--- src/rtl/cfi_log_queue.sv ---
// Multi-port CFI log buffer: compacts up to NR_COMMIT_PORTS committed logs per
// cycle into a circular buffer and streams them to the backend over valid/ready.
module cfi_log_queue #(
  parameter int unsigned NR_COMMIT_PORTS = 2,
  parameter int unsigned NR_ENTRIES      = 8,
  parameter int unsigned LOG_W           = 64,
  parameter bit          HALT_ON_FULL    = 1'b1
) (
  input  logic                             clk_i,
  input  logic                             rst_ni,
  input  logic [NR_COMMIT_PORTS*LOG_W-1:0] log_i,
  input  logic [NR_COMMIT_PORTS-1:0]       log_cfi_i,
  input  logic [NR_COMMIT_PORTS-1:0]       log_ack_i,
  input  logic                             flush_i,
  output logic                             cfi_halt_o,
  output logic                             out_valid_o,
  input  logic                             out_ready_i,
  output logic [LOG_W-1:0]                 out_data_o,
  output logic [$clog2(NR_ENTRIES):0]      usage_o,
  output logic [15:0]                      overflow_cnt_o
);

  localparam int unsigned PTR_W = (NR_ENTRIES > 1) ? $clog2(NR_ENTRIES) : 1;
  localparam int unsigned USE_W = $clog2(NR_ENTRIES) + 1;

  logic [LOG_W-1:0]           mem [NR_ENTRIES];
  logic [PTR_W-1:0]           wr_ptr, rd_ptr;
  logic [USE_W-1:0]           usage;
  logic [15:0]                overflow_cnt;

  logic [NR_COMMIT_PORTS-1:0] cand;
  logic [NR_COMMIT_PORTS-1:0] push_en;
  logic [USE_W-1:0]           rank [NR_COMMIT_PORTS];
  logic [PTR_W-1:0]           slot [NR_COMMIT_PORTS];
  logic [USE_W-1:0]           k, cfi_cnt, free, a, dropped;
  logic [16:0]                ovf_sum;
  logic                       pop;

  // rank[p] is the number of candidates on lower ports, i.e. p's compacted offset.
  always_comb begin
    cand    = log_cfi_i & log_ack_i;
    free    = USE_W'(NR_ENTRIES) - usage;
    k       = '0;
    cfi_cnt = '0;
    for (int unsigned p = 0; p < NR_COMMIT_PORTS; p++) begin
      rank[p]    = k;
      push_en[p] = cand[p] && (k < free);
      slot[p]    = wr_ptr + PTR_W'(k);
      if (cand[p])      k       = k + USE_W'(1);
      if (log_cfi_i[p]) cfi_cnt = cfi_cnt + USE_W'(1);
    end
    a       = (k < free) ? k : free;
    dropped = k - a;
    ovf_sum = 17'(overflow_cnt) + 17'(dropped);
    pop     = (usage != '0) && out_ready_i;
  end

  assign cfi_halt_o     = HALT_ON_FULL && (cfi_cnt > free);
  assign out_valid_o    = (usage != '0);
  assign out_data_o     = mem[rd_ptr];
  assign usage_o        = usage;
  assign overflow_cnt_o = overflow_cnt;

  always_ff @(posedge clk_i) begin
    for (int unsigned p = 0; p < NR_COMMIT_PORTS; p++) begin
      if (!flush_i && push_en[p]) begin
        mem[slot[p]] <= log_i[p*LOG_W +: LOG_W];
      end
    end
  end

  always_ff @(posedge clk_i or negedge rst_ni) begin
    if (!rst_ni) begin
      wr_ptr       <= '0;
      rd_ptr       <= '0;
      usage        <= '0;
      overflow_cnt <= '0;
    end else if (flush_i) begin
      wr_ptr <= '0;
      rd_ptr <= '0;
      usage  <= '0;
    end else begin
      wr_ptr       <= wr_ptr + PTR_W'(a);
      rd_ptr       <= rd_ptr + PTR_W'(pop);
      usage        <= usage + a - USE_W'(pop);
      overflow_cnt <= ovf_sum[16] ? '1 : ovf_sum[15:0];
    end
  end

endmodule

--- config.mk ---
export PLATFORM = sky130hd
export DESIGN_NAME = cfi_log_queue
export DESIGN_NICKNAME = d
export VERILOG_FILES = /design/src/rtl/cfi_log_queue.sv
export SDC_FILE = /design/constraint.sdc
export NUM_CORES = 1
export LEC_CHECK = 0
export ABC_AREA = 1
export CAP_MARGIN = 20
export CELL_PAD_IN_SITES_DETAIL_PLACEMENT = 1
export CELL_PAD_IN_SITES_GLOBAL_PLACEMENT = 2
export CORE_MARGIN = 1.5
export CORE_UTILIZATION = 45
export CTS_BUF_LIST = sky130_fd_sc_hd__clkbuf_2 sky130_fd_sc_hd__clkbuf_4 sky130_fd_sc_hd__clkbuf_8
export DETAILED_ROUTE_END_ITERATION = 6
export DONT_BUFFER_PORTS = 1
export GPL_ROUTABILITY_DRIVEN = 0
export PLACE_DENSITY = 0.94
export RECOVER_POWER = 25
export SLEW_MARGIN = 40
export SYNTH_ARGS = -nofsm -noshare
export SYNTH_HDL_FRONTEND = slang
export SYNTH_SLANG_ARGS = --single-unit
--- constraint.sdc ---
create_clock -name clk_i -period 5.9 [get_ports clk_i]
set_input_delay 0 -clock clk_i [delete_from_list [all_inputs] [get_ports clk_i]]
set_output_delay 0 -clock clk_i [all_outputs]
set_load 0.1 [all_outputs]
==> impl_metrics.tcl, run 1 <==
set metrics [dict create \
    wl_per_cell_um 22.33 \
    cts_resized 0 \
    path_class "reg -> reg" \
    overflow 0 \
    power.share.clock_pct 24.3 \
    ir_drop_uv 357.9 \
    use_met2_pct 51.29 \
    ys_seq_area_share_pct 58.34 \
    grt.met3_usage_pct 4.801 \
    h-tree-depth 3 \
    power_frac_seq_pct 34.6 \
    cts_tree "built" \
    port_buffers 0 \
    drc 0 \
    grt_max_degree 141 \
    core_area_um2 60360 \
    dpl-instance-area_um2 28440 \
    critical_path_arrival_ns 5.46 \
    required_ns 6.31 \
    stdcell_area_um2 32230 \
    synth_flop_cell "edfxtp_1" \
    vias_per_cell 5.843 \
    first_global_vias 25040 \
    switching_share_pct 45.11 \
    grt_pass1_wl_um 138300 \
    die_h_um 250.1 \
    min-delay-start "log_ack_i[1]" \
    switching_power_mw 6.278 \
    synthTopCellsByArea "edfxtp_1, o21ai_0, nand2_1" \
    critical_path.top_delay_family "buffers and inverters" \
    rsz0062_at_grt "no" \
    endpoint "mem[2][32]$_DFFE_PP_" \
    rr_endpoint "mem[2][32]$_DFFE_PP_" \
    grt_usage_pct 28.27 \
    crit-reg2reg-launch "usage_o[2]$_DFF_PN0_" \
    tightest_slew_ns 1.487 \
    hp-class "in -> reg" \
    slew_viol_final 0 \
    crit_path_cell_trace "clkbuf_1, inv_1, nand3_1, nand2_1, nand2_1, nand3_4, nand3_1, buf_6, o21ai_0, dlygate4sd3_1" \
    initial_utilization_pct 45.51 \
    netlist-cell-type-count 32 \
    endpoint_kind "register" \
    synth_area_per_cell_um2 9.132 \
    async_flop_share_pct 4.833 \
    rrSetupSlack_ns 0.85 \
    synth_largest_area_cell "edfxtp_1" \
    num_vias 23340 \
    cts-root-buf "clkbuf_8" \
    synth_cells 3008 \
    status "complete, but fails checks" \
    drt_iter0_markers 1682 \
    violations "max-capacitance violations" \
    slew_headroom_pct 0.5571 \
    hold_viol 0 \
    grt_util_met1_pct 33.76 \
    r2r_cells 10 \
    max_freq_ghz 0.1981 \
    insertion_delay_ns 0.68 \
    cts_sinks 538 \
    grt_busiest_layer "met2" \
    worst-path-stages 10 \
    dr.pass1.iters 5 \
    fin_nets 3290 \
    fp.dieW_um 250.1 \
    die-area_um2 62530 \
    p_leak_nw 12.50 \
    clk_pin_slew_ns 0.06 \
    layout_common_cells "o21ai_0, nand2_1, edfxtp_1, nor2_1, dlygate4sd3_1" \
    areaGrowthSynthToFinish_pct 17.32 \
    path_buf_inv 4 \
    period_share_pct 85.57 \
    antenna_found_initial 10 \
    ys_warn_count 0 \
    skew_ns 0.02116 \
    num_rows 90 \
    maxCapViolations 1 \
    ios 222 \
    drtAntennaViolNets 0 \
    yosys.area.top_type_share_pct 55.97 \
    p_int_mw 7.639 \
    cts_made_buffers 96 \
    final_layout_size_suffix_gt1_share_pct 10.42 \
    final_common_cell "o21ai_0" \
    start_kind "register" \
    tns_ns 0 \
    cts_setup_buffers 0 \
    wl_um 89220 \
    combPwrFrac_pct 41.1 \
    dp_hpwl_um 49060 \
    worstPathMaxFanout 94 \
    cp-startpoint "usage_o[2]$_DFF_PN0_" \
    critPathMaxStageDelay_ns 1.10 \
    synth_edf_count 512 \
    power_density_nw_per_um2 431.9 \
    critPathSlowestCell "nand3_1" \
    synth_fp_nets 3167 \
    finalCriticalPeriod_ns 5.048 \
    setup_viol 0 \
    whs_ns 0.1261 \
    ys_ff_latch 538 \
    clockBufferDepth 3 \
    synthesis.area_um2 27470 \
]
[per-stage QoR]
| stage | power [mW] | setup slack, ns | util [%] | instances |
|---|---|---|---|---|
| 2_1_floorplan | 8.920 | 1.749 | - | 3008 |
| 4_1_cts | 13.95 | 1.459 | 53.44 | 3984 |
| 3_3_place_gp | 10.17 | 1.753 | 46.94 | 3610 |
| 3_5_place_dp | 10.40 | 1.489 | 47.12 | 3613 |
| 6_report | 13.92 | 0.8516 | 53.39 | 3995 |
| 5_1_grt | 14.50 | 0.5369 | 53.39 | 3994 |
[worst min-delay path by stage]
stage                     cells past startpoint                            end  slack [ns]
after floorplan                               0  overflow_cnt_o[0]$_DFFE_PN0N_       -0.30
after global placement                        0  overflow_cnt_o[7]$_DFFE_PN0N_       -0.29
after detailed placement                      0  overflow_cnt_o[5]$_DFFE_PN0N_       -0.29
after CTS                                     5            wr_ptr[1]$_DFF_PN0_        0.05
after global routing                          5            wr_ptr[1]$_DFF_PN0_        0.12
final                                         5            wr_ptr[1]$_DFF_PN0_        0.13
[cell type report]
cell class	count	area [µm²]
antenna	8	20.02
clock buffer	134	1625
clock inverter	38	177.7
fill	6797	28130
inverter	117	456.7
multi-input combinational	2077	10030
sequential	538	16030
tap	782	978.4
timing repair buffer	301	2907
[logic make-up after synthesis]
logic type,after synthesis,synth area share (%)
AO/OA/AOI/OAI,913,17.25
XOR/XNOR,8,0.2824
adder cells (fa/ha/maj),23,1.130
flip-flops,538,58.34
buffers and inverters,393,7.106
AND/OR/NAND/NOR,1133,15.89
[synth_stat cells, types with 6 or more instances]
| master | number |
|---|---|
| o21ai_0 | 623 |
| nand2_1 | 590 |
| edfxtp_1 | 512 |
| nor2_1 | 489 |
| o21ai_1 | 153 |
| buf_2 | 139 |
| inv_1 | 115 |
| clkbuf_1 | 79 |
| a31oi_1 | 64 |
| o22ai_1 | 64 |
| nand3_1 | 39 |
| buf_6 | 38 |
| dfrtp_1 | 26 |
| ha_1 | 20 |
| buf_1 | 12 |
| a21oi_1 | 6 |
| nand4_1 | 6 |
[tightest hold or removal path, cell delays in order]
cell	delay [ns]
nand2_1	0.21
nor2_1	0.17
nand2_1	0.17
fa_1	0.18
nor2_1	0.04
[power groups by stage]
| stage | clock, mW | sequential, mW | combinational (mW) |
|---|---|---|---|
| 3_5_place_dp | 0 | 4.94 | 5.46 |
| 2_1_floorplan | 0 | 4.92 | 4.00 |
| 4_1_cts | 3.43 | 4.86 | 5.66 |
| 3_3_place_gp | 0 | 4.91 | 5.26 |
| 6_report | 3.39 | 4.81 | 5.72 |
| 5_1_grt | 3.59 | 4.83 | 6.08 |
[repair_timing]
| action | in CTS | in global routing |
|---|---|---|
| hold buffers | 199 | 1 |
| hold endpoints to repair | 578 | 12 |
| endpoints found under the setup margin | 0 | 0 |
[metal layers]
metal / vias to the layer above / part of all wire (%)
li1: 10630 / -
met1: 11870 / 41
met2: 701 / 52
met3: 138 / 5.6
met4: 6 / 2.1
met5: - / 0.038
[registers in the layout, indices dropped and copies added, names as in the netlist]
register and cells:
usage_o 4, mem 512, wr_ptr 3, overflow_cnt_o 16, rd_ptr 3
(Power assumes the default switching activity.)
==> run 2, diff against run 1 <==
--- a/config.mk
+++ b/config.mk
@@ -15,7 +15,7 @@
 export DETAILED_ROUTE_END_ITERATION = 6
 export DONT_BUFFER_PORTS = 1
 export GPL_ROUTABILITY_DRIVEN = 0
-export PLACE_DENSITY = 0.94
+export PLACE_DENSITY_LB_ADDON = 0.1
 export RECOVER_POWER = 25
 export SLEW_MARGIN = 40
 export SYNTH_ARGS = -nofsm -noshare
==> impl_metrics.tcl, run 2 (synthesized netlist as in run 1, its figures left out) <==
set metrics [dict create \
    tns_ns 0 \
    antenna_found_initial 6 \
    path_class "reg -> reg" \
    initial_utilization_pct 45.51 \
    multi_input_area_um2 10030 \
    clk_pin_slew_ns 0.06 \
    max_freq_ghz 0.1975 \
    drt_iter0_markers 1239 \
    skew_ns 0.02026 \
    maxCapViolations 3 \
    critical_path_arrival_ns 5.48 \
    violations "max-capacitance violations, max-slew violations" \
    worst-path-stages 10 \
    period_share_pct 85.83 \
    cts_sinks 538 \
    r2r_cells 10 \
    totalPowerFinal_mw 13.82 \
    num_rows 90 \
    cts-root-buf "clkbuf_8" \
    clockBufferDepth 3 \
    first_global_vias 24490 \
    power_density_nw_per_um2 429.2 \
    areaGrowthSynthToFinish_pct 17.19 \
    path_buf_inv 4 \
    whs_ns 0.1044 \
    cts_made_buffers 94 \
    port_buffers 0 \
    min-delay-start "log_ack_i[0]" \
    insertion_delay_ns 0.67 \
    slew_viol_final 182 \
    critPathSlowestCell "nand3_1" \
    cp-startpoint "usage_o[2]$_DFF_PN0_" \
    status "complete, but fails checks" \
    grt_pass1_wl_um 137700 \
    finalCriticalPeriod_ns 5.064 \
    core_area_um2 60360 \
    final_layout_size_suffix_gt1_share_pct 10.16 \
    cts_tree "built" \
    vias_per_cell 5.715 \
    wl_per_cell_um 22.11 \
    critPathMaxStageDelay_ns 1.10 \
    critical_path.top_delay_family "buffers and inverters" \
    required_ns 6.32 \
    drc 0 \
    final_common_cell "o21ai_0" \
    fp.dieW_um 250.1 \
    dr.pass1.iters 5 \
    cts_resized 0 \
    seqCellArea_um2 16030 \
    wl_um 88090 \
    ir_drop_uv 383.6 \
    h-tree-depth 3 \
    num_vias 22770 \
    overflow 0 \
    tightest_slew_ns 2.038 \
    rrSetupSlack_ns 0.84 \
    fillers 6873 \
    largest_register_ffs 512 \
    die-area_um2 62530 \
    endpoint_kind "register" \
    dp_hpwl_um 48370 \
    drtAntennaViolNets 0 \
    start_kind "register" \
    whs_path_depth 5 \
    p_leak_nw 12.46 \
    rsz0062_at_grt "no" \
    fin_nets 3287 \
    grt_max_degree 155 \
    worstPathMaxFanout 60 \
    slew_headroom_pct -35.83 \
    grt_usage_pct 28.25 \
    hold_viol 0 \
    hp-class "in -> reg" \
    setup_viol 0 \
    die_h_um 250.1 \
    layout_common_cells "o21ai_0, nand2_1, edfxtp_1, nor2_1, dlygate4sd3_1" \
    crit-reg2reg-launch "usage_o[2]$_DFF_PN0_" \
    crit_path_cell_trace "clkbuf_1, inv_1, nand3_1, nand2_1, nand2_1, nand3_4, nand3_1, buf_4, o21ai_0, dlygate4sd3_1" \
    ios 222 \
    final_core_util_pct 53.33 \
]
-- run 2: cell types whose count changed in the layout (fill, tap and decap cells not counted), sizes merged --
| cell | change |
|---|---|
| bufinv | +2 |
| clkinvlp | +2 |
| diode | -5 |
| buf | -2 |
| clkbuf | -16 |
| clkinv | +12 |
| inv | -3 |
-- run 2: worst reg2reg max path, stage by stage, from the launching register on --
cell and delay [ns]:
dfrtp_1 0.33, clkbuf_1 0.96, inv_1 0.24, nand3_1 0.14
nand2_1 0.06, nand2_1 0.16, nand3_4 0.23, nand3_1 1.10
buf_4 0.78, o21ai_0 0.20, dlygate4sd3_1 0.60
-- run 2: repair_timing --
item / CTS / global route
hold endpoints to repair: 587 / 12
buffers inserted: 0 / 0
hold buffers: 199 / 1
setup endpoints to repair: 0 / 0
-- run 2: path summary, 6_finish.rpt --
check	end
max	mem[0][6]$_DFFE_PP_
min	wr_ptr[1]$_DFF_PN0_
max reg2reg	mem[0][6]$_DFFE_PP_
min reg2reg	rd_ptr[2]$_DFF_PN0_
max in group asynchronous	rd_ptr[0]$_DFF_PN0_
min in group asynchronous	overflow_cnt_o[5]$_DFFE_PN0N_
-- run 2: metrics by stage --
step	setup WS, ns	area (µm²)	cells
after floorplan	1.749	27470	3008
after global placement	1.634	28350	3610
after detailed placement	1.532	28460	3613
after CTS	1.479	32260	3980
after global routing	0.5978	32190	3985
final	0.8359	32190	3985
-- run 2: area by class of cell --
type | instances | share of cell area, %
repair buffers | 300 | 8.968
flip-flops and latches | 538 | 49.81
multi-input cells | 2077 | 31.15
diodes | 3 | 0.02332
clock inverters | 51 | 0.8668
well taps | 782 | 3.040
inverters | 117 | 1.434
clock buffers | 117 | 4.711
-- run 2: routing by layer --
layer / share of wire [%] / vias to the layer above / wire length (µm) / track usage, %
li1: - / 10620 / - / -
met1: 42 / 11410 / 37120 / 35.43
met2: 51 / 566 / 44510 / 50.67
met3: 5.0 / 165 / 4440 / 3.616
met4: 2.3 / 6 / 1987 / 8.745
met5: 0.035 / - / 31 / 0
-- run 2: power by group --
group	total (mW)	switching (mW)	leakage (nW)	internal (mW)
Sequential	4.82	0.320	4.96	4.50
Clock	3.38	1.61	0.943	1.77
Combinational	5.62	4.29	6.55	1.33
Total	13.8	6.22	12.5	7.59
